--- src/rtl/fetch_sequencer.sv ---
// Fetch sequencer: owns the PC and issues one imem request at a time; REQ->WAIT->HOLD gives >=3 cycles/instr.
// Stalls in REQ until imem_req_ready and in HOLD until if_ready; memory responses are never stalled.
module fetch_sequencer #(
  parameter int              XLEN     = 64,
  parameter logic [XLEN-1:0] RESET_PC = '0,
  parameter logic [XLEN-1:0] HALT_PC  = 'h13c
) (
  input  logic            clk,
  input  logic            rst_n,
  input  logic            redirect_valid,
  input  logic [XLEN-1:0] redirect_pc,
  output logic            imem_req_valid,
  output logic [XLEN-1:0] imem_req_addr,
  input  logic            imem_req_ready,
  input  logic            imem_rsp_valid,
  input  logic [31:0]     imem_rsp_data,
  output logic            if_valid,
  output logic [XLEN-1:0] if_pc,
  output logic [31:0]     if_instr,
  input  logic            if_ready,
  output logic            halted,
  output logic [31:0]     fetch_count
);

  typedef enum logic [2:0] {
    IDLE = 3'd0,
    REQ  = 3'd1,
    WAIT = 3'd2,
    HOLD = 3'd3,
    HALT = 3'd4
  } state_t;

  localparam logic [XLEN-1:0] PC_STEP   = 'd4;
  localparam logic [31:0]     COUNT_MAX = 32'hFFFF_FFFF;

  state_t          state_q, state_d;
  logic [XLEN-1:0] pc_q, pc_d;
  logic            drop_q, drop_d;
  logic [XLEN-1:0] if_pc_q, if_pc_d;
  logic [31:0]     if_instr_q, if_instr_d;
  logic [31:0]     count_q, count_d;

  always_ff @(posedge clk or negedge rst_n) begin
    if (!rst_n) begin
      state_q    <= IDLE;
      pc_q       <= RESET_PC;
      drop_q     <= 1'b0;
      if_pc_q    <= '0;
      if_instr_q <= '0;
      count_q    <= '0;
    end else begin
      state_q    <= state_d;
      pc_q       <= pc_d;
      drop_q     <= drop_d;
      if_pc_q    <= if_pc_d;
      if_instr_q <= if_instr_d;
      count_q    <= count_d;
    end
  end

  always_comb begin
    state_d    = state_q;
    pc_d       = pc_q;
    drop_d     = drop_q;
    if_pc_d    = if_pc_q;
    if_instr_d = if_instr_q;
    count_d    = count_q;

    case (state_q)
      IDLE: state_d = REQ;
      REQ: begin
        if (imem_req_ready) state_d = WAIT;
      end
      WAIT: begin
        if (imem_rsp_valid) begin
          if (drop_q) begin
            drop_d  = 1'b0;
            state_d = REQ;
          end else begin
            if_pc_d    = pc_q;
            if_instr_d = imem_rsp_data;
            state_d    = HOLD;
          end
        end
      end
      HOLD: begin
        if (if_ready) begin
          if (count_q != COUNT_MAX) count_d = count_q + 32'd1;
          pc_d    = pc_q + PC_STEP;
          state_d = (if_pc_q == HALT_PC) ? HALT : REQ;
        end
      end
      HALT: state_d = HALT;
      default: state_d = IDLE;
    endcase

    // A redirect wins over everything above: undo any capture/count and
    // decide only whether an in-flight response must be swallowed.
    if (redirect_valid) begin
      pc_d       = redirect_pc;
      if_pc_d    = if_pc_q;
      if_instr_d = if_instr_q;
      count_d    = count_q;
      case (state_q)
        REQ: begin
          if (imem_req_ready) begin
            state_d = WAIT;
            drop_d  = 1'b1;
          end else begin
            state_d = REQ;
          end
        end
        WAIT: begin
          if (imem_rsp_valid) begin
            state_d = REQ;
            drop_d  = 1'b0;
          end else begin
            state_d = WAIT;
            drop_d  = 1'b1;
          end
        end
        default: begin
          state_d = REQ;
          drop_d  = 1'b0;
        end
      endcase
    end
  end

  assign imem_req_valid = (state_q == REQ);
  assign imem_req_addr  = pc_q;
  assign if_valid       = (state_q == HOLD);
  assign if_pc          = if_pc_q;
  assign if_instr       = if_instr_q;
  assign halted         = (state_q == HALT);
  assign fetch_count    = count_q;

endmodule
--- config.mk ---
export PLATFORM = sky130hd
export DESIGN_NAME = fetch_sequencer
export DESIGN_NICKNAME = d
export VERILOG_FILES = /design/src/rtl/fetch_sequencer.sv
export SDC_FILE = /design/constraint.sdc
export NUM_CORES = 1
export LEC_CHECK = 0
export CELL_PAD_IN_SITES_DETAIL_PLACEMENT = 1
export CELL_PAD_IN_SITES_GLOBAL_PLACEMENT = 1
export CORE_UTILIZATION = 32
export DETAILED_ROUTE_END_ITERATION = 10
export PLACE_DENSITY = 0.75
export SLEW_MARGIN = 20
export SYNTH_ARGS = -nofsm -noshare
export SYNTH_HDL_FRONTEND = slang
export SYNTH_SLANG_ARGS = --single-unit
--- constraint.sdc ---
create_clock -name clk -period 2.05 [get_ports clk]
set_input_delay 0.5125 -clock clk [delete_from_list [all_inputs] [get_ports clk]]
set_output_delay 0.5125 -clock clk [all_outputs]
set_load 0.05 [all_outputs]
Word-level counts from Yosys, hierarchy flattened:

Index checks and enable logic that the tools add are counted.

* bits in registers: 196
* output and inout port bits: 195
* logic and storage cells: 45

* bitwise logic cells: 2
* muxes and demuxes: 19
* reductions and logical operators: 7
* $add $sub $neg: 2
* equal/unequal tests: 9

Operator list (count)
* $mux 64: 3
* $add 64x3->64 const B: 1
* $eq 64x9->1 const B: 1
* $add 32x1->32 const B: 1
* $ne 32x32->1 const B: 1
* $mux 3: 5
* $pmux 3 s5: 1
* $reduce_and 4->1: 2
* $eq 3x2->1 const B: 2
* $mux 2: 3
* $ne 3x2->1 const B: 2
* $pmux 3 s2: 1
* $mux 1: 5
* $reduce_bool 2->1: 2
* $eq 3x1->1 const B: 1
* $eq 3x3->1 const B: 1
* $logic_not 3->1: 1
* $ne 3x3->1 const B: 1
* $reduce_and 3->1: 1
* $not 1->1: 2
* $pmux 1 s2: 1
* $reduce_and 2->1: 1

Longest topological paths before layout:

* word-level depth: 5
* mapped depth: 8
* mapped depth without buffers: 6

Worst setup path before layout:

OpenSTA, ideal clock, no wires.

* path type: reg-to-reg
* start point: reg count_q[3], in the netlist fetch_count[3]
* end point: reg count_q[21], in the netlist fetch_count[21]
* slack: -0.369 ns
* required time: 1.905 ns
* period minus slack after synthesis: 2.419 ns
* setup time: 0.145 ns
* cell stages (with the launch flop): 7
* arrival time: 2.274 ns
* path buffers: 1
* cell sequence: dfrtp_1 nand3_1 or4_1 nor3_2 buf_2 nor3_1 xor2_1

* word-level cells in the longest chain between the ends: 2
* elaborated cells between the ends (all ways): 3

Ends and longest elaborated chain
* from (decl): line 41 `logic [31:0] count_q, count_d;`
* from (signal assigned): line 57 `count_q <= count_d;`
* parallel branches: the longest is 2 deep, another holds $add 32x1->32

Several ways; the timed one is not identified.
A chain may end at the register's enable or synchronous reset.

Worst setup path after layout:

* start point: reg pc_q[19], in the netlist imem_req_addr[19]
* end point: reg pc_q[56], in the netlist imem_req_addr[56]

* word-level cells in the longest chain between the ends: 4

Ends and longest elaborated chain
* from (decl): line 37 `logic [XLEN-1:0] pc_q, pc_d;`
* from (signal assigned): line 53 `pc_q <= pc_d;`
* $add 64x3->64: line 89 `pc_d = pc_q + PC_STEP;`
* $mux 64: line 87 `if (if_ready) begin`
* $mux 64: line 69 `case (state_q)`
* $mux 64: line 99 `if (redirect_valid) begin`

No other way between the ends. The select of a mux whose other input is x is not followed.

==> run_results.csv <==
group,metric,value,unit
cells_and_area,layout.nets,1417,
sta,fmax,0.480,GHz
synthesis,avgSynthCellArea,10.7,um2
cells_and_area,seqCellArea,4990,um2
placed_design,place.gp.congestion,0.842,
floorplanning,coreArea,28700,um2
sta,drv_slew,0,
detailed_routing,ant_nets,0,
detailed_routing,wire_per_inst,19.8,um
sta,setup_tns,-0.100,ns
placed_design,postPlaceCellArea,13600,um2
sta,finalSetupViolCount,6,
synthesis,ys_ff_latch,196,
synthesis,synth_cell_types,51,
synthesis,yosysTopAreaCell,"dfrtp_1",
sta,fin_skew,0.0172,ns
cts,cts.clk_slew.worst_paths,0.08,ns
worst_setup_path,cp_data_required_time,2.41,ns
min_path,min_path_type,"in2async",
grt,grt_first_pass_wirelength,53300,um
synthesis,syn-cell-area,9320,um2
sta,worstMarginPinSlew,0.530,ns
worst_setup_path,worstReg2RegStart,"imem_req_addr[19]$_DFFE_PN0P_",
synthesis,yosysWarningCount,0,
cells_and_area,drive_gt1_frac,0.434,
synthesis,synth.net_count,973,
floorplanning,dieArea,29800,um2
sta,fin_crit_sh,1.02,
synthesis,synthArstFlopShare,1.00,
cts,htree_levels,4,
power,power.density,1150,nW/um2
cells_and_area,nFillCells,3157,
flow_run,maxCapViolCount,0,
sta,timing.final.crit_period,2.08,ns
cts,numCtsBuffers,17,
cts,cts_tree,"done",
detailed_routing,post-route-drc-count,0,
worst_setup_path,crit_slowest_cell,"or4_4",
sta,final.setup.worst_slack,-0.0313,ns
sta,slew_headroom,0.648,
status,outcome,"complete, but fails checks",
sta,hold_viol,0,
synthesis,synth_seq_area_share,0.526,
detailed_routing,routed_wl,33900,um
floorplanning,die_w,173,um
grt,track_usage,0.226,
worst_setup_path,worstPathArrival,2.44,ns
floorplanning,fp-row-count,62,
synthesis,synth_enable_flop_cells,0,
cells_and_area,area_growth,56.9,%
worst_setup_path,critPathMaxStageDelay,0.57,ns
grt,grt_max_degree,59,
floorplanning,die_h,173,um
placed_design,io_buffers,296,
detailed_routing,viasPerCell,5.16,
placed_design,dp_hpwl,25100,um
floorplanning,design.portCount,297,
cells_and_area,multi_input_area,4590,um2
power,leakage,6.66,nW
synthesis,synthCells,869,
cells_and_area,final_cell_mix,"297 x buf_4, 127 x dfrtp_1, 98 x clkdlybuf4s50_1",
synthesis,synthDominantCellAreaShare,0.526,
cells_and_area,layout.cells.most_common,"buf_4",
worst_setup_path,end_kind,"flip-flop",
cts,clockRootBuffer,"clkbuf_16",
grt,overflow,0,
sta,rsz0062_at_grt,"yes",
worst_setup_path,start_kind,"flip-flop",
grt,grt_pass1_vias,9521,
worst_setup_path,cp_cell_sequence,"nand4_1 > buf_6 > nor4_4 > buf_4 > nand3_4 > or4_4 > a31oi_1",
detailed_routing,vias,8838,
status,violations,"negative setup slack",
cts,clkLatencyLatePin,0.45,ns
cts,clk_path_buf_depth,2,
grt,antenna_found_initial,7,
cts,cts_sinks,196,
synthesis,synth-main-ff-cell,"dfrtp_1",
detailed_routing,first_pass_iters,5,
cells_and_area,postLayoutCellArea,14600,um2
floorplanning,initial_utilization,0.325,
detailed_routing,drt_iter0_markers,543,
worst_setup_path,crit_type,"reg2reg",
power,ir_drop,0.652,mV
synthesis,ys_top_cells_by_area,"dfrtp_1 53%, mux2_2 11%, nand2_1 3.8%",
worst_setup_path,cp_max_fo,7,
worst_setup_path,crit_start,"imem_req_addr[19]$_DFFE_PN0P_",
## routing by layer
layer	wire, um	global-route usage
met4	756	0.0690
met2	16700	0.379
met3	2150	0.0600
met5	31	0
met1	14200	0.284
## what timing repair did
| action | CTS | global route |
|---|---|---|
| setup buffers | 10 | 15 |
| gates resized for setup | 66 | 35 |
| gates cloned | 2 | 0 |
| endpoints found under the hold margin | 11 | 0 |
| pin swaps | 17 | 25 |
| setup endpoints to repair | 83 | 44 |
| hold buffers | 1 | 0 |
## state kept, by name, indices dropped and copies added (netlist names)
signal / cells
state_q: 3
if_pc: 64
imem_req_addr: 64
if_instr: 32
fetch_count: 32
drop_q: 1
## final timing paths
path / cells past startpoint / slack [ns] / endpoint
setup / recovery: 7 / -0.03 / imem_req_addr[56]$_DFFE_PN0P_
hold / removal: 2 / 0.49 / if_instr[11]$_DFFE_PN0P_
setup reg to reg: 7 / -0.03 / imem_req_addr[56]$_DFFE_PN0P_
hold reg to reg: 1 / 0.50 / fetch_count[10]$_DFFE_PN0P_
max in group asynchronous: 3 / 0.96 / fetch_count[18]$_DFFE_PN0P_
min in group clk: 1 / 0.50 / fetch_count[10]$_DFFE_PN0P_
## cell usage after synthesis (all sizes together) (2+ instances only)
cell type and count:
a211oi 2, a21oi 2, a22oi 3, a31oi 21, and2 6, and2b 2
and3 16, and4 11, buf 13, clkbuf 26, dfrtp 196, ha 2
inv 9, mux2 92, mux2i 2, nand2 94, nand2b 2, nand3 44
nand4 33, nand4b 4, nor2 43, nor2b 4, nor3 24, nor3b 2
nor4 40, o21ai 58, o31ai 12, or2 3, or3 12, or4 15
xnor2 31, xor2 36
## layout make-up
| cell class | instances | area share |
|---|---|---|
| clock buffer | 18 | 0.0293 |
| sequential | 196 | 0.341 |
| tap | 384 | 0.0328 |
| antenna | 4 | 0.000684 |
| timing repair buffer | 463 | 0.270 |
| clock inverter | 14 | 0.00975 |
| multi-input combinational | 625 | 0.313 |
| inverter | 10 | 0.00257 |
## worst max-delay path: cells and delay by family (launching register included)
family | cells | cell delay (ns)
and+or+nand+nor | 4 | 1.08
buffers and inverters | 2 | 0.33
DFF | 1 | 0.39
AOI/OAI and AO/OA | 1 | 0.19
## cells by family (layout without fill, tap and decap cells)
family	count (synthesis)	after routing	share of synthesized area
simple gates	358	359	0.209
buf+inv	49	505	0.0219
flops	196	196	0.526
compound gates	103	103	0.0645
mux	94	94	0.113
other cells	0	4	0
fa+ha+maj	2	2	0.00268
xor+xnor	67	67	0.0629
## stage by stage
step / total power, mW / setup WS (ns) / instances / hold WS (ns) / utilization
2_1_floorplan: 10.3 / -0.0824 / 869 / 0.217 / -
3_3_place_gp: 13.5 / -0.629 / 1650 / 0.386 / 0.475
3_5_place_dp: 13.7 / -0.800 / 1650 / 0.386 / 0.475
4_1_cts: 16.9 / -0.0518 / 1695 / 0.485 / 0.499
5_1_grt: 17.6 / -0.135 / 1711 / 0.510 / 0.510
6_report: 16.9 / -0.0313 / 1714 / 0.487 / 0.510
## power breakdown
| part | leakage [nW] | switching (mW) | internal, mW |
|---|---|---|---|
| clock | 0.281 | 1.66 | 1.72 |
| combinational | 3.97 | 5.12 | 2.78 |
| sequential | 2.41 | 0.735 | 4.84 |
Power figures use the tool's default switching activity.
